==> src/rtl/sort8_frame_stream.sv <==
// sort8_frame_stream: frames a valid/ready word stream around the 8-input sort network and replays the sorted frame.
// Define SORT8_DESCEND_EN for descending emission with all-zeros padding.
module sort8_frame_stream #(
  parameter int W = 32
) (
  input  logic           clk,
  input  logic           rst,
  input  logic           in_valid,
  output logic           in_ready,
  input  logic [W-1:0]   in_data,
  input  logic           in_last,
  output logic [8*W-1:0] srt_din,
  input  logic [8*W-1:0] srt_dout,
  output logic           out_valid,
  input  logic           out_ready,
  output logic [W-1:0]   out_data,
  output logic           out_last
);
`ifdef SORT8_DESCEND_EN
  localparam logic [W-1:0] PAD = '0;
`else
  localparam logic [W-1:0] PAD = '1;
`endif
  typedef enum logic [1:0] {FILL, SORT, DRAIN} state_t;
  state_t r_state, w_next;
  logic [W-1:0] r_slot [8];
  logic [W-1:0] r_res [8];
  logic [3:0] r_wr_cnt, r_len;
  logic [2:0] r_rd_cnt, w_idx;
  logic w_in_hs, w_close, w_out_hs, w_done;
  assign w_in_hs  = in_valid && in_ready;
  assign w_close  = w_in_hs && (in_last || r_wr_cnt == 4'd7);
  assign w_out_hs = out_valid && out_ready;
  assign w_done   = w_out_hs && out_last;
`ifdef SORT8_DESCEND_EN
  assign w_idx = ~r_rd_cnt;
`else
  assign w_idx = r_rd_cnt;
`endif
  always_ff @(posedge clk or posedge rst)
    if (rst) r_state <= FILL;
    else r_state <= w_next;
  always_comb begin
    w_next    = r_state;
    in_ready  = r_state == FILL;
    out_valid = r_state == DRAIN;
    out_data  = out_valid ? r_res[w_idx] : '0;
    out_last  = out_valid && ({1'b0, r_rd_cnt} == r_len - 4'd1);
    w_next    = r_state == FILL ? (w_close ? SORT : FILL) :
                r_state == SORT ? DRAIN : (w_done ? FILL : DRAIN);
  end
  for (genvar k = 0; k < 8; k++) begin : g_din
    assign srt_din[k*W +: W] = r_slot[k];
  end
  always_ff @(posedge clk or posedge rst) begin
    if (rst) begin
      r_wr_cnt <= '0;
      r_rd_cnt <= '0;
      r_len    <= '0;
      for (int k = 0; k < 8; k++) begin
        r_slot[k] <= PAD;
        r_res[k]  <= '0;
      end
    end else begin
      if (w_in_hs) begin
        r_slot[r_wr_cnt[2:0]] <= in_data;
        r_wr_cnt <= r_wr_cnt + 4'd1;
      end
      if (w_close) r_len <= r_wr_cnt + 4'd1;
      if (r_state == SORT) begin
        for (int k = 0; k < 8; k++) r_res[k] <= srt_dout[k*W +: W];
        r_rd_cnt <= '0;
      end
      if (w_out_hs) r_rd_cnt <= r_rd_cnt + 3'd1;
      // Closing handshake re-arms the slots with padding for the next frame
      if (w_done) begin
        r_wr_cnt <= '0;
        for (int k = 0; k < 8; k++) r_slot[k] <= PAD;
      end
    end
  end
endmodule

==> config.mk <==
export PLATFORM = sky130hd
export DESIGN_NAME = sort8_frame_stream
export DESIGN_NICKNAME = d
export VERILOG_FILES = /design/src/rtl/sort8_frame_stream.sv
export SDC_FILE = /design/constraint.sdc
export NUM_CORES = 1
export LEC_CHECK = 0
export CORE_MARGIN = 2
export CORE_UTILIZATION = 39
export CTS_BUF_LIST = sky130_fd_sc_hd__clkbuf_4 sky130_fd_sc_hd__clkbuf_8
export CTS_CLUSTER_DIAMETER = 50
export CTS_CLUSTER_SIZE = 40
export DETAILED_ROUTE_END_ITERATION = 8
export GPL_ROUTABILITY_DRIVEN = 0
export HOLD_SLACK_MARGIN = 0.05
export PLACE_DENSITY = 0.74
export SETUP_SLACK_MARGIN = 0.1
export SYNTH_ARGS = -nofsm -noshare
export SYNTH_HDL_FRONTEND = slang
export SYNTH_SLANG_ARGS = --single-unit
==> constraint.sdc <==
create_clock -name clk -period 29.5 [get_ports clk]
set_input_delay 5.9 -clock clk [delete_from_list [all_inputs] [get_ports clk]]
set_output_delay 5.9 -clock clk [all_outputs]
set_load 0.03 [all_outputs]
Word level (Yosys, flattened, before mapping)
Cells that the tools add are included.
- equal/unequal tests: 4
- reductions and logical operators: 10
- magnitude comparators: 3
- bitwise operators: 2
- add/subtract/negate cells: 3
- multiplexer cells: 17
- operators by type and width (cell ; count):
    256-bit 2-to-1 mux ; 2
    256-bit bitwise mux ; 1
    32-bit 2-to-1 mux ; 4
    32-bit binary-select mux with 3-bit select ; 1
    32-bit demux with 3-bit select ; 1
    4-bit >= comparator, second input constant ; 2
    4-bit 2-to-1 mux ; 2
    3-bit inverter with 4-bit output ; 2
    1-bit logical AND ; 6
    2-bit 2-to-1 mux ; 3
    3-bit 2-to-1 mux ; 2
    4-bit by 1-bit adder with 4-bit output, second input constant ; 1
    3-bit by 4-bit equality test with 1-bit output ; 1
    4-bit by 3-bit equality test with 1-bit output, second input constant ; 1
    4-bit by 1-bit < comparator with 1-bit output, second input constant ; 1
    2-bit nonzero test ; 2
    4-bit by 1-bit subtractor with 4-bit output, second input constant ; 1
    3-bit by 1-bit adder with 3-bit output, second input constant ; 1
    2-bit by 1-bit equality test with 1-bit output, second input constant ; 1
    2-bit equality test, second input constant ; 1
    2-bit logical NOT ; 1
    1-bit logical OR ; 1
    1-bit 2-to-1 mux ; 1
- input port bits: 293
- bits in registers: 525
- word-level logic and storage cells: 59
- output and inout bits: 291

Longest topological paths before layout
- depth in word-level cells: 8
- gate-level depth with buffers: 9
- gate-level depth less buffers: 6

Worst setup path before layout
No wires, ideal clock.
- path type: register to output
- from: register r_rd_cnt[2]
- to: output out_data[10]
- cell stages (with the launch flop): 7
- path slack: 21.360 ns
- data required time: 23.600 ns
- buffers on the path: 4
- arrival time: 2.240 ns
- cell sequence: dfrtp_1 -> buf_2 -> buf_2 -> clkbuf_1 -> clkbuf_1 -> a211oi_1 -> nor4_1
- word-level cells in the longest chain between the ends: 5
- RTL lines (element ; line ; RTL):
    start: declaration ; 29 ; logic [2:0] r_rd_cnt, w_idx;
    start signal: assignment ; 74 ; if (w_out_hs) r_rd_cnt <= r_rd_cnt + 3'd1;
    3-bit inverter with 4-bit output (not written as such) ; 47 ; out_data = out_valid ? r_res[w_idx] : '0;
    32-bit binary-select mux with 3-bit select ; 47 ;
    32-bit 2-to-1 mux (not written as such) (2 in a row) ; 47 ;
    32-bit 2-to-1 mux ; 47 ;
    end: declaration ; 16 ; output logic [W-1:0] out_data,
Every way passes these cells. The select of a mux whose other input is x is not followed.

Worst setup path after layout
- from: register r_rd_cnt[2]
- to: output out_data[5]
Same word-level chain as after synthesis.

==> results.cfg <==
[cts]
cts_resized = 0
cts_hold_buf = 0
clockBufferDepth = 3
htree_levels = 2
cts_tree = built
cts_setup_buffers = 0
cts-buffers-inserted = 56
ctsRootBufferMaster = clkbuf_8
clock_latency_ns = 0.71
cts.sinks = 525
path_clk_slew_ns = 0.09

[cells_and_area]
finalCoreUtilization_pct = 51.5
nNetsFinal = 2861
fillers = 5356
final-seq-area_um2 = 13500
final_cell_count_no_fill = 3463
area_delta_synth_final_pct = 30.1
drive_gt1_share_pct = 34.1
multi_input_area_um2 = 9810

[timing]
fmax_mhz = 98.9
finalSetupViolCount = 0
slew_violations = 0
hold_viol = 0
worst_pin_slew_ns = 1.20
skew_ns = 0.0649
layout_min_cycle_time_ns = 10.12
rsz0062_at_grt = no
post-route-period-util_pct = 34.3
max_slew_margin_pct = 19.8
tns_ns = 0

[setup_path]
cp_num_buf_inv = 2
crit_family = buffers and inverters
cp_slowest_stage_delay_ns = 1.00
worst_r2r_path_depth = 5
crit_end = out_data[5]
start_kind = flop
path_depth = 5
worst_setup_path_end_kind = output port
r2r_end = r_res[151]
startpoint = r_rd_cnt[2]
rrSetupSlack_ns = 24.79
cpMaxStageDelayCell = dfrtp_4
cp.arrival_ns = 4.22
worstSetupPathType = reg -> out
worstPathRequired_ns = 23.60
worst-path-max-fanout = 74
cp_cell_sequence = buf_4 > mux2i_1 > a22o_1 > nor4_1 > clkdlybuf4s50_1
reg2reg_from = r_state[0]

[placed_design]
dp.cells = 3344
dp_hpwl_mm = 52.0
port_buffers = 583

[route]
ant_nets = 0
drcViolationCount = 0
drtIter0Drc = 1160
totalWireLength_mm = 74.6
first_pass_iters = 7
drt-wirelength-per-cell_um = 21.5
vias = 18100
routed_via_density = 5.23

[power_and_ir_drop]
power_frac_clock_pct = 32.0
pwr-share-comb_pct = 22.6
seqPwrFrac_pct = 45.4
p_leak_nw = 14.7
swShare_pct = 33.0
powerDensity_nw_per_um2 = 54.1
peakVddDrop_mv = 0.0396
netSwitchingPower_uw = 567
internal_power_mw = 1.15

[logic_synthesis]
syn_nets = 2383
async_flop_share_pct = 100
avgSynthCellArea_um2 = 11.7
synth_top_cell_by_area = dfrtp_1
synth_top_flop_cell = dfrtp_1
synth_most_common_cell = nand2_1
synth-seq-cells = 525
synth.area.top_cells = dfrtp_1 28%, dfstp_2 28%, mux2_2 12%
netlist_area_um2 = 24500
yosys_warnings = 0
synthTopCellsByCount = 523 x nand2_1, 269 x dfrtp_1, 257 x mux2_2, 256 x dfstp_2, 230 x nand3_2
synth.distinct_cells = 40
syn_inst = 2087
seq_area_frac_synth_pct = 55.0
synth_top_area_share_pct = 27.5
synth_edf_count = 0

[global_route]
gr-total-overflow = 0
grt_pass1_vias = 18900
grt_first_pass_wirelength_mm = 113
grt_usage_pct = 22.7
grt_max_degree = 152
grt_antenna_before_repair = 12

[die]
dieArea_um2 = 64700
die_h_um = 254
die_width_um = 254
core_area_um2 = 61800
num_rows = 91
ioPinCount = 584
start_util_pct = 39.6

[flow_run]
cap_violations = 0

[outcome]
status = complete, no violations

[hold_path]
min_path_type = reg -> reg
==> cells in the final DEF (no fill, tap or decap), drive strengths merged, types with 3 or more instances in the layout <==
master	count
a2111oi	32
a211oi	32
a21oi	8
a22o	33
and2	7
buf	33
bufinv	3
clkbuf	60
clkdlybuf4s50	583
clkinv	17
clkinvlp	5
dfrtp	269
dfstp	256
diode	13
ha	3
inv	28
mux2	257
mux2i	65
nand2	523
nand2b	3
nand3	260
nor2b	68
nor3	3
nor4	33
o21ai	7
xnor2	5
xor2	3
==> state kept, by name, indices dropped and copies added, names as in the netlist <==
signal	flops
r_state	2
r_res	256
r_wr_cnt	4
r_len	4
r_rd_cnt	3
srt_din	256
==> worst min-delay path by stage <==
stage / slack, ns / cells past startpoint / end / startpoint
after floorplan: 0.47 / 2 / r_len[2] / r_len[2]
after global placement: 0.48 / 2 / srt_din[27] / srt_din[27]
after detailed placement: 0.48 / 2 / srt_din[6] / srt_din[6]
after CTS: 0.50 / 2 / srt_din[6] / srt_din[6]
after global routing: 0.51 / 2 / srt_din[243] / srt_din[243]
final: 0.49 / 2 / srt_din[6] / srt_din[6]
==> routing by layer <==
| metal | track usage (%) | wire length, µm | up-vias |
|---|---|---|---|
| met2 | 38.7 | 36700 | 749 |
| met4 | 9.82 | 3000 | 4 |
| met3 | 6.12 | 6870 | 166 |
| met5 | 0 | 26 | - |
| li1 | - | - | 8090 |
| met1 | 26.9 | 28000 | 9108 |
==> metrics by stage <==
step / hold slack, ns / power, mW / area (µm²) / setup slack [ns]
final: 0.492 / 1.72 / 31800 / 19.38
after global routing: 0.510 / 1.79 / 31800 / 19.20
after CTS: 0.495 / 1.74 / 31800 / 19.32
after detailed placement: 0.478 / 1.18 / 30500 / 19.91
after global placement: 0.476 / 1.18 / 30500 / 20.00
after floorplan: 0.473 / 1.01 / 24500 / 9.36
==> cell families after synthesis <==
| family | count (synthesis) | share of synthesized area [%] |
|---|---|---|
| xor gates and xnor gates | 8 | 0.287 |
| and+or+nand+nor | 911 | 21.4 |
| AOI/OAI and AO/OA | 115 | 3.72 |
| buffers and inverters | 203 | 4.94 |
| adders and majority gates | 3 | 0.154 |
| DFF | 525 | 55.0 |
| muxes | 322 | 14.5 |
==> worst reg2reg max path: cells and delay by family (launching register included) <==
kind | cells | cell delay (ns)
buffers and inverters | 3 | 2.69
AND/OR/NAND/NOR | 1 | 0.79
multiplexers | 1 | 0.50
flip-flops | 1 | 0.62
==> layout make-up <==
| type | count | area share, % |
|---|---|---|
| sequential | 525 | 42.3 |
| multi-input combinational | 1359 | 30.8 |
| timing repair buffer | 616 | 19.2 |
| tap | 837 | 3.29 |
| clock buffer | 60 | 2.58 |
| clock inverter | 46 | 1.62 |
| inverter | 7 | 0.106 |
| antenna | 13 | 0.102 |
==> power by group through the flow <==
| stage | clock network (mW) | logic, mW | registers (mW) |
|---|---|---|---|
| floorplan | 0 | 0.198 | 0.814 |
| global placement | 0 | 0.385 | 0.794 |
| detailed placement | 0 | 0.389 | 0.795 |
| CTS | 0.568 | 0.390 | 0.782 |
| global route | 0.597 | 0.409 | 0.785 |
| finish | 0.550 | 0.388 | 0.782 |
Power figures use the tool's default switching activity.
